[config.mk]
export PLATFORM = sky130hd
export DESIGN_NAME = binary_mul_10_rr_arb
export DESIGN_NICKNAME = d
export VERILOG_FILES = /design/src/rtl/binary_mul_10_rr_arb.sv
export SDC_FILE = /design/constraint.sdc
export NUM_CORES = 1
export LEC_CHECK = 0
export CAP_MARGIN = 20
export CORE_MARGIN = 2
export CORE_UTILIZATION = 50
export DETAILED_ROUTE_END_ITERATION = 8
export DONT_BUFFER_PORTS = 1
export PLACE_DENSITY = 0.68
export SLEW_MARGIN = 20
export SYNTH_ARGS = -nofsm -noshare
export SYNTH_HDL_FRONTEND = slang
export SYNTH_SLANG_ARGS = --single-unit
[constraint.sdc]
create_clock -name clk -period 1.7 [get_ports clk]
set_clock_uncertainty 0.05 [all_clocks]
set_input_delay 0.255 -clock clk [delete_from_list [all_inputs] [get_ports clk]]
set_output_delay 0.255 -clock clk [all_outputs]
set_load 0.02 [all_outputs]
[src/rtl/binary_mul_10_rr_arb.sv]
// Two-requester round-robin front end for a shared external 10x10 multiplier.
// Tags ride alongside the multiplier pipeline so each product is routed back to its issuer.
module binary_mul_10_rr_arb #(
    parameter int LATENCY = 11
) (
    input  logic        clk,
    input  logic        rst_n,
    input  logic        pause,
    input  logic        req_valid_0,
    input  logic        req_valid_1,
    input  logic [9:0]  req_a_0,
    input  logic [9:0]  req_b_0,
    input  logic [9:0]  req_a_1,
    input  logic [9:0]  req_b_1,
    output logic        req_ready_0,
    output logic        req_ready_1,
    output logic [9:0]  mul_A,
    output logic [9:0]  mul_B,
    output logic        mul_en,
    input  logic [19:0] mul_P,
    output logic        res_valid_0,
    output logic        res_valid_1,
    output logic [19:0] res_p,
    output logic [3:0]  inflight,
    output logic        idle
);

    logic               r_last;
    logic [LATENCY-1:0] r_tag_vld;
    logic [LATENCY-1:0] r_tag_id;
    logic               r_res_vld_0;
    logic               r_res_vld_1;
    logic [3:0]         r_inflight;
    logic [9:0]         r_mul_a;
    logic [9:0]         r_mul_b;
    logic               r_mul_en;

    logic               w_gnt_0;
    logic               w_gnt_1;
    logic               w_xfer;
    logic               w_retire;

    // rst_n is an active-high reset despite its name; no grant while it is held.
    always_comb begin
        w_gnt_0  = ~pause & ~rst_n & req_valid_0 & (~req_valid_1 | r_last);
        w_gnt_1  = ~pause & ~rst_n & req_valid_1 & (~req_valid_0 | ~r_last);
        w_xfer   = w_gnt_0 | w_gnt_1;
        w_retire = r_tag_vld[LATENCY-1];
    end

    // Issue stage: operand registers and arbitration pointer.
    always_ff @(posedge clk or posedge rst_n) begin
        if (rst_n) begin
            r_last   <= 1'b1;
            r_mul_a  <= '0;
            r_mul_b  <= '0;
            r_mul_en <= 1'b0;
        end else begin
            r_mul_en <= 1'b1;
            if (w_xfer) begin
                r_last  <= w_gnt_1;
                r_mul_a <= w_gnt_1 ? req_a_1 : req_a_0;
                r_mul_b <= w_gnt_1 ? req_b_1 : req_b_0;
            end
        end
    end

    // Tag pipeline; the result flags are registered off the last stage so they line up
    // with the product appearing LATENCY cycles after the operands.
    always_ff @(posedge clk or posedge rst_n) begin
        if (rst_n) begin
            r_tag_vld   <= '0;
            r_tag_id    <= '0;
            r_res_vld_0 <= 1'b0;
            r_res_vld_1 <= 1'b0;
        end else begin
            r_tag_vld   <= {r_tag_vld[LATENCY-2:0], w_xfer};
            r_tag_id    <= {r_tag_id[LATENCY-2:0], w_gnt_1};
            r_res_vld_0 <= r_tag_vld[LATENCY-1] & ~r_tag_id[LATENCY-1];
            r_res_vld_1 <= r_tag_vld[LATENCY-1] &  r_tag_id[LATENCY-1];
        end
    end

    // An op is retired on the edge its result flag rises, which caps the count at LATENCY.
    always_ff @(posedge clk or posedge rst_n) begin
        if (rst_n) begin
            r_inflight <= '0;
        end else begin
            case ({w_xfer, w_retire})
                2'b10:   r_inflight <= r_inflight + 4'd1;
                2'b01:   r_inflight <= r_inflight - 4'd1;
                default: r_inflight <= r_inflight;
            endcase
        end
    end

    assign req_ready_0 = w_gnt_0;
    assign req_ready_1 = w_gnt_1;
    assign mul_A       = r_mul_a;
    assign mul_B       = r_mul_b;
    assign mul_en      = r_mul_en;
    assign res_valid_0 = r_res_vld_0;
    assign res_valid_1 = r_res_vld_1;
    assign res_p       = mul_P;
    assign inflight    = r_inflight;
    assign idle        = (r_inflight == 4'd0) & ~w_xfer;

endmodule

======== Yosys cells after proc, flatten, opt, wreduce, memory -nomap -nowiden ========
Index checks and enable logic that the tools add are counted.
storage, ports and cells
  register bits ........................... 50
  input port bits ......................... 65
  output and inout bits ................... 50
  word-level logic and storage cells ...... 36
cells by class
  $add $sub $neg .......................... 2
  equality and inequality tests ........... 2
  muxes and demuxes ....................... 3
  bitwise operators ....................... 18
  reduce and logical (&&, ||, !) cells .... 2
operators by type and width
  operator             count
  $mux 10              2
  $and 1x1->1          8
  $pmux 4 s2           1
  $not 1->1            7
  $add 4x1->4 const B  1
  $logic_not 4->1      1
  $sub 4x1->4 const B  1
  $or 1x1->1           3
  $eq 2x1->1 const B   1
  $eq 2x2->1 const B   1
  $reduce_bool 2->1    1

======== Logic depth before layout (Yosys ltp) ========
Gate-level depths: netlist of the first run.
  depth in word-level cells ............... 7
  depth in mapped cells ................... 9
  depth with buffers taken out ............ 8

======== Least setup slack after synthesis of the first run ========
OpenSTA, ideal clock, no wires.
  kind .................................... in2reg
  start ................................... in rst_n
  end ..................................... reg r_inflight[3] (netlist: inflight[3])
  setup time .............................. 0.090 ns
  arrival time ............................ 1.860 ns
  data required time ...................... 1.560 ns
  path slack .............................. -0.300 ns
  stages on the path ...................... 8
  buffers on the path ..................... 2
  cell sequence ........................... nor2_1 o21ai_1 buf_2 ha_1 clkbuf_1 or4b_1 a21o_1 o221ai_1
on the way
  word-level cells in the longest chain between the ends .. 7
  elaborated cells between the ends (all ways) .. 11
  those cells by class .................... eq/ne: 2; mux: 1; bitwise: 7; reduce/logical: 1
ends and longest elaborated chain
  item                                             line    RTL
  start: declaration                               7       input logic rst_n,
  $not 1->1 (*)                                    45, 46
  $and 1x1->1 (*)                                  45, 46
  $and 1x1->1 (on tied branches) (2 in a row)      45, 46
  $or 1x1->1 (*)                                   47      w_xfer = w_gnt_0 | w_gnt_1;
  $eq 2x1->1 or $eq 2x2->1 (tied branches)         89      case ({w_xfer, w_retire})
  $pmux 4 s2 or $reduce_bool 2->1 (tied branches)  n/a
  end signal: assignment                           90      2'b10: r_inflight <= r_inflight + 4'd1;
  end signal: assignment                           91      2'b01: r_inflight <= r_inflight - 4'd1;
  end signal: assignment                           92      default: r_inflight <= r_inflight;
  end: declaration                                 33      logic [3:0] r_inflight;
Every way passes the cells marked *; elsewhere a longest branch is shown, timed or not.
A chain may end at the register's enable or synchronous reset.

======== Worst setup path in the final report of the first run ========
  start ................................... reg r_inflight[0] (netlist: inflight[0])
  end ..................................... out idle
on the way
  word-level cells in the longest chain between the ends .. 2
ends and longest elaborated chain
  item              line  RTL
  $logic_not 4->1   106   assign idle = (r_inflight == 4'd0) & ~w_xfer;
  $and 1x1->1       106
  end: declaration  25    output logic idle
No other way between the ends.

==> summary.txt, run 1 <==
Worst setup path
  • Critical path class: register to output port
  • CP Cell Sequence: or4_4, nor2_4, buf_6
  • Worst path bufs/invs: 1
  • Max FO, Critical Path: 2
  • Worst Setup SP: inflight[0]$_DFFE_PP0P_
  • R2R Path End: inflight[3]$_DFFE_PP0P_
  • WP data arrival: 1.45 ns
  • Setup crit start kind: register
  • Critical-path cell with the highest stage delay: or4_4
  • R2R cell count: 4
  • Worst R2R Start: r_tag_vld[10]$_DFF_PP0_
  • Crit path largest cell delay: 0.55 ns
  • R2R setup slack: 0.06 ns
  • Data required, critical path: 1.39 ns
  • CP top delay family: simple AND/OR/NAND/NOR gates
  • CP endpoint kind: output port
  • Worst setup endpoint: idle
  • Instance count on the critical path: 3

Global route
  • Total GRT Usage: 0.203
  • Largest net degree at the start of global routing: 24
  • Total grt overflow: 0
  • Global-route wire length before repair: 7950 um
  • Via count of the first global-routing pass: 1674
  • Initial antenna violation count: 0

STA
  • Final hold violation count: 0
  • Final Worst Setup Slack: -0.0530 ns
  • Final Cycle Share: 1.03
  • RSZ-0062 raised after global routing: true
  • Final Critical Period: 1.75 ns
  • Endpoints failing setup: 1
  • Sum Neg Setup Slack: -0.0530 ns
  • Worst-margin pin slew: 0.635 ns
  • Relative slew margins: 0.577
  • Fmax: 0.570 GHz
  • Slew Viols, Final: 0

Placed design
  • Port Buffers: 0
  • Dpl ws: -0.0502 ns
  • HPWL Detailed: 3330 um
  • Placer Congestion: 0.712

Synthesis
  • Largest family of logic cells by synthesized area: compound AO/OA/AOI/OAI gates
  • EDFF count, synth: 0
  • Synth unique cells: 36
  • Post-synthesis adder-cell area fraction: 0.0171
  • Mean Syn Cell Area: 10.8 um2
  • Async SR Flop Fraction: 1.00
  • #FFs+latches synth: 50
  • Synth Instances: 203
  • Area of the mapped netlist: 2190 um2
  • Top_reg_cell synth: dfrtp_1
  • Synth Warn #: 0
  • Synth Area in Compound Gates: 0.155
  • Synth Area in Simple Gates: 0.100
  • Post-Synth XOR/XNOR Area: 0.0120
  • Syn Nets: 271
  • Register area share after synthesis: 0.571
  • Mux cell area share after synthesis: 0.00970

Layout
  • Final core utilization: 0.548
  • Share of post-route cells with drive strength above 1: 0.205
  • Final Net Count: 262
  • Antenna diodes: 0
  • Synth-to-layout area growth: 7.36%

Drt
  • Antenna viol nets, final: 0
  • DR WL/cell: 18.8 um
  • Post-Route WL: 4650 um
  • Iteration-0 DRC count of the detailed router: 73
  • Post-route DRC: 0
  • Vias per cell: 6.10
  • Via count of the routed design: 1507
  • 1st-pass router iterations: 4

Die
  • Starting density of the core: 0.511
  • Full die area: 4930 um2
  • CORE AREA: 4290 um2
  • Die Span Y: 70.2 um
  • Die W: 70.2 um
  • Row count: 24
  • Ports: 115

Clock network
  • CTS tree: built
  • Worst-path clk slew: 0.09 ns
  • Clock Tree Buf Depth: 2
  • Clk_lat worst skew: 0.30 ns
  • Clock sink count: 50
  • H-tree depth: 2
  • CTS buffer count: 5
  • CTS root buffer: clkbuf_8

Worst hold path
  • Min-delay worst type: primary input to register
  • Min-Delay Startpoint: req_b_1[4]

Pwr
  • Tot Pwr: 3.01 mW
  • Cell Pwr Density: 1280 nW/um2
  • Maximum vdd drop: 0.751 mV
  • Leakage: 1.06 nW

Flow run
  • Maximum capacitance violations: 0

Outcome
  • Status: finished, violations left
  • Failing checks: setup timing
[metal layers]
layer  wire length (um)  up-vias  part of all wire  global-route usage
li1                   -      663                 -                   -
met1               1810      749              0.39               0.241
met2               2300       76              0.50               0.327
met3                391       19             0.084              0.0707
met4                145        0             0.031               0.103
met5                  0        -                 0                   0
[logic make-up (layout without fill, tap and decap cells)]
family          count (synthesis)  after routing
flops                          50             50
other cells                     1              1
xor+xnor                        3              3
buf+inv                        57             49
fa+ha+maj                       3              3
simple gates                   39             39
mux                             2              2
compound gates                 48             48
[synthesized netlist by cell type (all sizes together) (2+ instances only)]
| cell type | instances | area share |
|---|---|---|
| o311ai | 20 | 0.080 |
| inv | 24 | 0.041 |
| clkbuf | 10 | 0.017 |
| nor2b | 2 | 0.0057 |
| or4 | 2 | 0.0068 |
| xnor2 | 2 | 0.0080 |
| and2 | 2 | 0.0057 |
| buf | 23 | 0.075 |
| o21ai | 21 | 0.048 |
| ha | 3 | 0.017 |
| nand3 | 20 | 0.046 |
| nor2 | 5 | 0.0086 |
| dfrtp | 49 | 0.56 |
[layout make-up]
type	instances	area, um2
clock buffer	6	82.6
clock inverter	2	12.5
tap	52	65.1
fill	367	1940
timing repair buffer	17	136
multi-input combinational	96	713
sequential	50	1250
inverter	24	90.1
[cells in the final DEF, fill, tap and decap left out, drive strengths merged, types with 2 or more instances in the layout]
cell type / instances
buf: 15
clkbuf: 6
o21ai: 21
inv: 24
nor2: 5
dlygate4sd3: 2
o311ai: 20
dfrtp: 49
nand3: 20
and2: 2
or4: 2
ha: 3
nor2b: 2
xnor2: 2
[registers in the layout, summed over array words and instances (netlist names)]
register,count
inflight,4
mul_A,10
mul_B,10
mul_en,1
r_last,1
r_tag_id,11
r_tag_vld,11
res_valid_0,1
res_valid_1,1
[through the flow]
step	cells	area, um2	hold slack [ns]
final	247	2350	0.0611
after global routing	247	2350	0.0551
after CTS	246	2320	0.0545
after detailed placement	234	2190	0.126
after global placement	234	2190	0.114
after floorplan	203	2250	0.274
[what timing repair did]
action,4_1_cts,5_1_grt
hold buffers,2,0
endpoints found under the hold margin,21,0
pin swaps,0,1
setup endpoints to repair,2,3
setup buffers,2,1
resized for setup,2,7
[worst min path at each step]
stage / end / slack [ns] / depth (start not counted)
2_1_floorplan: r_last$_DFFE_PP1P_ / 0.27 / 1
3_3_place_gp: mul_B[8]$_DFFE_PP0P_ / 0.11 / 1
3_5_place_dp: mul_B[0]$_DFFE_PP0P_ / 0.13 / 1
4_1_cts: mul_B[4]$_DFFE_PP0P_ / 0.05 / 2
5_1_grt: mul_B[2]$_DFFE_PP0P_ / 0.06 / 2
6_report: mul_B[4]$_DFFE_PP0P_ / 0.06 / 2
[where the power goes]
group | internal, mW | leakage, nW | switching, mW
clock | 0.327 | 0.0472 | 0.377
sequential | 1.36 | 0.627 | 0.223
combinational | 0.321 | 0.385 | 0.399
[worst reg2reg max path: cells and delay by family (launching register included)]
| kind | cells | cell delay (ns) |
|---|---|---|
| compound gates | 2 | 0.47 |
| simple gates | 1 | 0.39 |
| fa+ha+maj | 1 | 0.18 |
| flops | 1 | 0.43 |
Note: power is estimated with default switching activity, not from simulation.
==> inputs of run 2 (changes only) <==
Settings changed: CORE_UTILIZATION 50 to 56, PLACE_DENSITY 0.68 to 0.74.
==> summary.txt, run 2 (synthesis results as in run 1) <==
Outcome
  • Status: finished, violations left
  • Failing checks: setup timing

Worst setup path
  • R2R Path End: inflight[3]$_DFFE_PP0P_
  • WP data arrival: 1.46 ns
  • R2R cell count: 4
  • Data required, critical path: 1.39 ns
  • Critical path class: register to output port
  • R2R setup slack: 0.06 ns
  • CP endpoint kind: output port
  • Setup crit start kind: register
  • Worst setup endpoint: idle
  • Max FO, Critical Path: 5
  • Worst R2R Start: r_tag_vld[10]$_DFF_PP0_
  • Worst Setup SP: inflight[2]$_DFFE_PP0P_

Die
  • Row count: 22
  • Starting density of the core: 0.590
  • Ports: 115
  • Full die area: 4430 um2
  • Die Span Y: 66.6 um
  • CORE AREA: 3720 um2
  • Die W: 66.6 um

Layout
  • Non-Filler Instances: 242
  • Final Instance Area: 2350 um2
  • Antenna diodes: 0
  • Synth-to-layout area growth: 7.02%
  • Commonest non-fill, non-tap cell in the layout: dfrtp_1
  • Most frequent cells in the layout: dfrtp_1 (46), inv_1 (22), nand3_1 (20), o311ai_1 (20), o21ai_0 (18)
  • Share of post-route cells with drive strength above 1: 0.191
  • Final Net Count: 261
  • Biggest registers after layout: r_tag_id (11), r_tag_vld (11)

Clock network
  • Clk_lat worst skew: 0.29 ns
  • Worst-path clk slew: 0.08 ns
  • CTS tree: built
  • CTS root buffer: clkbuf_8
  • CTS buffer count: 5
  • Clock Tree Buf Depth: 2
  • Clock sink count: 50
  • H-tree depth: 2

Pwr
  • Tot Pwr: 2.97 mW
  • Leakage: 1.06 nW
  • Cell Pwr Density: 1270 nW/um2
  • Maximum vdd drop: 0.607 mV
  • Switching part of the total power: 0.327
  • Sw Pwr: 0.972 mW
  • Reg power frac: 0.537
  • Cell-internal power: 2.00 mW
  • Gate power share: 0.233
  • Power share of the clock group: 0.230

Global route
  • Global-route wire length before repair: 7560 um
  • Total GRT Usage: 0.225
  • Via count of the first global-routing pass: 1557
  • Total grt overflow: 0
  • Largest net degree at the start of global routing: 51
  • Initial antenna violation count: 0

STA
  • Final hold violation count: 0
  • Final Worst Setup Slack: -0.0694 ns
  • Fmax: 0.565 GHz
  • Relative slew margins: 0.626
  • Slew Viols, Final: 0
  • Worst-margin pin slew: 0.560 ns
  • Final Cycle Share: 1.04
  • Endpoints failing setup: 1
  • RSZ-0062 raised after global routing: true
  • Final Critical Period: 1.77 ns

Drt
  • Iteration-0 DRC count of the detailed router: 127
  • Vias per cell: 6.16
  • Via count of the routed design: 1491
  • DR WL/cell: 19.2 um
  • Antenna viol nets, final: 0
  • Post-route DRC: 0
  • Post-Route WL: 4640 um
  • 1st-pass router iterations: 4

Placed design
  • Area after DPL: 2190 um2
  • HPWL Detailed: 3310 um
  • Total placed cells including tap cells: 229
  • Placer Congestion: 0.789
  • Port Buffers: 0

Worst hold path
  • Min-delay worst type: primary input to register

Flow run
  • Maximum capacitance violations: 0
==> run 2: cell type report <==
cell class,count,area (um2)
fill,316,1370
clock buffer,7,86.3
multi-input combinational,96,712
tap,48,60.1
sequential,50,1260
inverter,24,90.1
timing repair buffer,16,138
clock inverter,1,5.00
==> run 2: worst max-delay path, cell delays in order (launching register included) <==
cell     delay, ns
dfrtp_2       0.45
or4_1         0.48
nor2_1        0.11
buf_4         0.15
==> run 2: repair_timing <==
item                                    CTS  global route
resized for setup                         4             3
setup buffers                             1             2
endpoints found under the setup margin    3             3
endpoints found under the hold margin    50             0
pin swaps                                 0             2
hold buffers                              2             0
==> run 2: through the flow <==
stage | hold slack, ns | TNS, ns | setup slack, ns | util
after global placement | 0.156 | -0.00611 | -0.00611 | 0.589
final | 0.0600 | -0.0694 | -0.0694 | 0.632
after floorplan | 0.274 | -0.0742 | -0.0742 | -
after detailed placement | 0.152 | -0.0951 | -0.0951 | 0.589
after CTS | 0.0539 | -0.101 | -0.101 | 0.623
after global routing | 0.0542 | -0.142 | -0.142 | 0.632
==> run 2: how the worst min path moves through the flow <==
stage / startpoint / to / slack (ns) / cells past startpoint
after floorplan: req_valid_0 / r_last$_DFFE_PP1P_ / 0.27 / 1
after global placement: rst_n / mul_A[8]$_DFFE_PP0P_ / 0.16 / 2
after detailed placement: rst_n / r_tag_id[1]$_DFF_PP0_ / 0.15 / 2
after CTS: req_b_1[7] / mul_B[7]$_DFFE_PP0P_ / 0.05 / 2
after global routing: req_b_1[8] / mul_B[8]$_DFFE_PP0P_ / 0.05 / 2
final: req_b_1[8] / mul_B[8]$_DFFE_PP0P_ / 0.06 / 2
==> run 2: metal layers <==
layer	up-vias	GRT usage	share of wire
met1	736	0.278	0.39
met3	9	0.0777	0.087
met5	-	0	0
met2	80	0.373	0.51
li1	666	-	-
met4	0	0.0689	0.016
==> run 2: power groups by stage <==
stage | clock, mW | sequential [mW] | combinational (mW)
floorplan | 0 | 1.67 | 0.421
global placement | 0 | 1.63 | 0.569
detailed placement | 0 | 1.64 | 0.600
CTS | 0.703 | 1.60 | 0.640
global route | 0.777 | 1.62 | 0.765
finish | 0.684 | 1.60 | 0.694
==> inputs of run 3 (changes only) <==
Settings changed: ABC_AREA set to 1.
==> summary.txt, run 3 <==
Outcome
  • Status: finished, violations left
  • Failing checks: setup timing

Layout
  • Multi-input gate area: 701 um2
  • Final Net Count: 268
  • Share of post-route cells with drive strength above 1: 0.244
  • Antenna diodes: 0
  • Filler cells: 289
  • Commonest non-fill, non-tap cell in the layout: dfrtp_1
  • Biggest registers after layout: r_tag_id (11), r_tag_vld (11)
  • Register Area: 1250 um2
  • Synth-to-layout area growth: 5.96%
  • Most frequent cells in the layout: dfrtp_1 (49), o21ai_1 (31), nand2_1 (27)

Synthesis
  • Synth Warn #: 0
  • #FFs+latches synth: 50
  • Area leader, netlist: dfrtp_1
  • EDFF count, synth: 0
  • Most common library cells after synthesis: dfrtp_1 (49), nand2_1 (33), o21ai_1 (29)
  • Top_reg_cell synth: dfrtp_1
  • Ranking of synthesized cells by area: dfrtp_1 (57%), buf_4 (7.0%), o21ai_1 (6.8%)
  • Synth Instances: 207
  • Most frequent cell after synthesis: dfrtp_1
  • Area of the mapped netlist: 2140 um2
  • Yosys top cell area share: 0.572
  • Register area share after synthesis: 0.585
  • Async SR Flop Fraction: 1.00
  • Syn Nets: 275
  • Mean Syn Cell Area: 10.3 um2
  • Synth unique cells: 25

Clock network
  • CTS buffer count: 5
  • Worst-path clk slew: 0.08 ns
  • Clock sink count: 50
  • Clock Tree Buf Depth: 2
  • H-tree depth: 2
  • CTS tree: built
  • CTS root buffer: clkbuf_8
  • Clk_lat worst skew: 0.29 ns

STA
  • Final Critical Period: 1.86 ns
  • Relative slew margins: 0.475
  • Fmax: 0.538 GHz
  • Worst-margin pin slew: 0.785 ns
  • Sum Neg Setup Slack: -0.497 ns
  • Slew Viols, Final: 0
  • Final Cycle Share: 1.09
  • Final hold violation count: 0
  • Endpoints failing setup: 4
  • RSZ-0062 raised after global routing: true
  • Final Worst Setup Slack: -0.157 ns

Global route
  • Global-route wire length before repair: 6830 um
  • Total GRT Usage: 0.210
  • Via count of the first global-routing pass: 1457
  • Total grt overflow: 0
  • Largest net degree at the start of global routing: 23
  • Initial antenna violation count: 0

Worst setup path
  • Crit path largest cell delay: 0.56 ns
  • Max FO, Critical Path: 4
  • Worst path bufs/invs: 2
  • Critical-path cell with the highest stage delay: dfstp_2
  • WP data arrival: 2.00 ns
  • Cell mode on critical path: nand3_1
  • Critical path class: register to register
  • CP endpoint kind: register
  • Setup crit start kind: register
  • Data required, critical path: 1.84 ns
  • CP top delay family: simple AND/OR/NAND/NOR gates
  • CP Cell Sequence: inv_2, nand2_2, nand3_4, nand2_4, inv_4, ha_4, nor2_1, nor2_4, nand3_1, nand3_1, nand3_1, nand2_1

Die
  • Ports: 115
  • Full die area: 4340 um2
  • Starting density of the core: 0.585
  • Die Span Y: 65.8 um
  • CORE AREA: 3660 um2
  • Row count: 22
  • Die W: 65.8 um

Drt
  • Antenna viol nets, final: 0
  • DR WL/cell: 16.5 um
  • Post-route DRC: 0
  • Post-Route WL: 4110 um
  • Iteration-0 DRC count of the detailed router: 69
  • Via count of the routed design: 1357
  • 1st-pass router iterations: 6
  • Vias per cell: 5.45

Placed design
  • Port Buffers: 0
  • Placer Congestion: 0.694
  • HPWL Detailed: 2950 um

Pwr
  • Leakage: 1.06 nW
  • Cell Pwr Density: 1380 nW/um2
  • Tot Pwr: 3.14 mW
  • Maximum vdd drop: 0.802 mV

Flow run
  • Maximum capacitance violations: 0

Worst hold path
  • Min-delay worst type: primary input to register
-- run 3: cell types whose count changed after synthesis, sizes merged, moves of 5 or more --
cell and change:
clkbuf -10, nor2 +19, nand3 -15, nand2 +33, o21ai +22, buf +5, inv -12, o311ai -20
-- run 3: area by class of cell --
cell class / instances / area share
Timing Repair Buffer: 14 / 0.0540
Clock buffer: 8 / 0.0353
Multi-Input combinational cell: 117 / 0.309
Inverter: 12 / 0.0237
Tap cell: 48 / 0.0265
Sequential cell: 50 / 0.552
-- run 3: report_power, final --
part | switching, mW | internal, mW | total, mW
sequential | 0.345 | 1.40 | 1.74
combinational | 0.429 | 0.328 | 0.756
clock | 0.344 | 0.293 | 0.636
total | 1.12 | 2.02 | 3.14
-- run 3: routing by layer --
| metal | GRT usage | share of wire | vias up | wire, um |
|---|---|---|---|---|
| met5 | 0 | 0 | - | 0 |
| met4 | 0.0885 | 0.024 | 0 | 99 |
| met3 | 0.0750 | 0.095 | 15 | 389 |
| met2 | 0.364 | 0.53 | 65 | 2170 |
| met1 | 0.232 | 0.35 | 650 | 1460 |
| li1 | - | - | 627 | - |
-- run 3: cells by family (layout without fill, tap and decap cells) --
kind of cell             Yosys count  after routing  synth area share
flip-flops                        50             50             0.585
other                              1              1           0.00175
XOR/XNOR                           3              3            0.0123
AND/OR/NAND/NOR                   66             66             0.138
buffers and inverters             40             34             0.127
AO/OA/AOI/OAI                     44             44             0.119
adder cells (fa/ha/maj)            3              3            0.0175
-- run 3: per-stage QoR --
stage	utilization	setup WS, ns	std cells	hold slack [ns]	cell area [um2]
after detailed placement	0.564	-0.183	236	0.111	2060
final	0.620	-0.157	249	0.0762	2270
after global routing	0.620	-0.255	249	0.0765	2270
after floorplan	-	-0.187	207	0.281	2160
after CTS	0.607	-0.175	247	0.0751	2220
after global placement	0.564	-0.0505	236	0.0990	2060
-- run 3: final timing paths --
path / start / endpoint / slack, ns / cells after the start
min reg2reg: r_tag_id[1]$_DFF_PP0_ / r_tag_id[2]$_DFF_PP0_ / 0.30 / 0
max reg2reg: r_last$_DFFE_PP1P_ / inflight[3]$_DFFE_PP0P_ / -0.16 / 12
min in group asynchronous: rst_n / r_last$_DFFE_PP1P_ / 0.44 / 2
min: req_b_0[5] / mul_B[5]$_DFFE_PP0P_ / 0.08 / 2
max in group asynchronous: rst_n / mul_A[1]$_DFFE_PP0P_ / 0.63 / 2
max: r_last$_DFFE_PP1P_ / inflight[3]$_DFFE_PP0P_ / -0.16 / 12
-- run 3: repair_timing --
action	in CTS	in global routing
hold buffers	2	0
pin swaps	6	6
cloned	0	0
setup endpoints to repair	5	9
buffers inserted	1	2
endpoints found under the hold margin	18	0
resized for setup	16	7
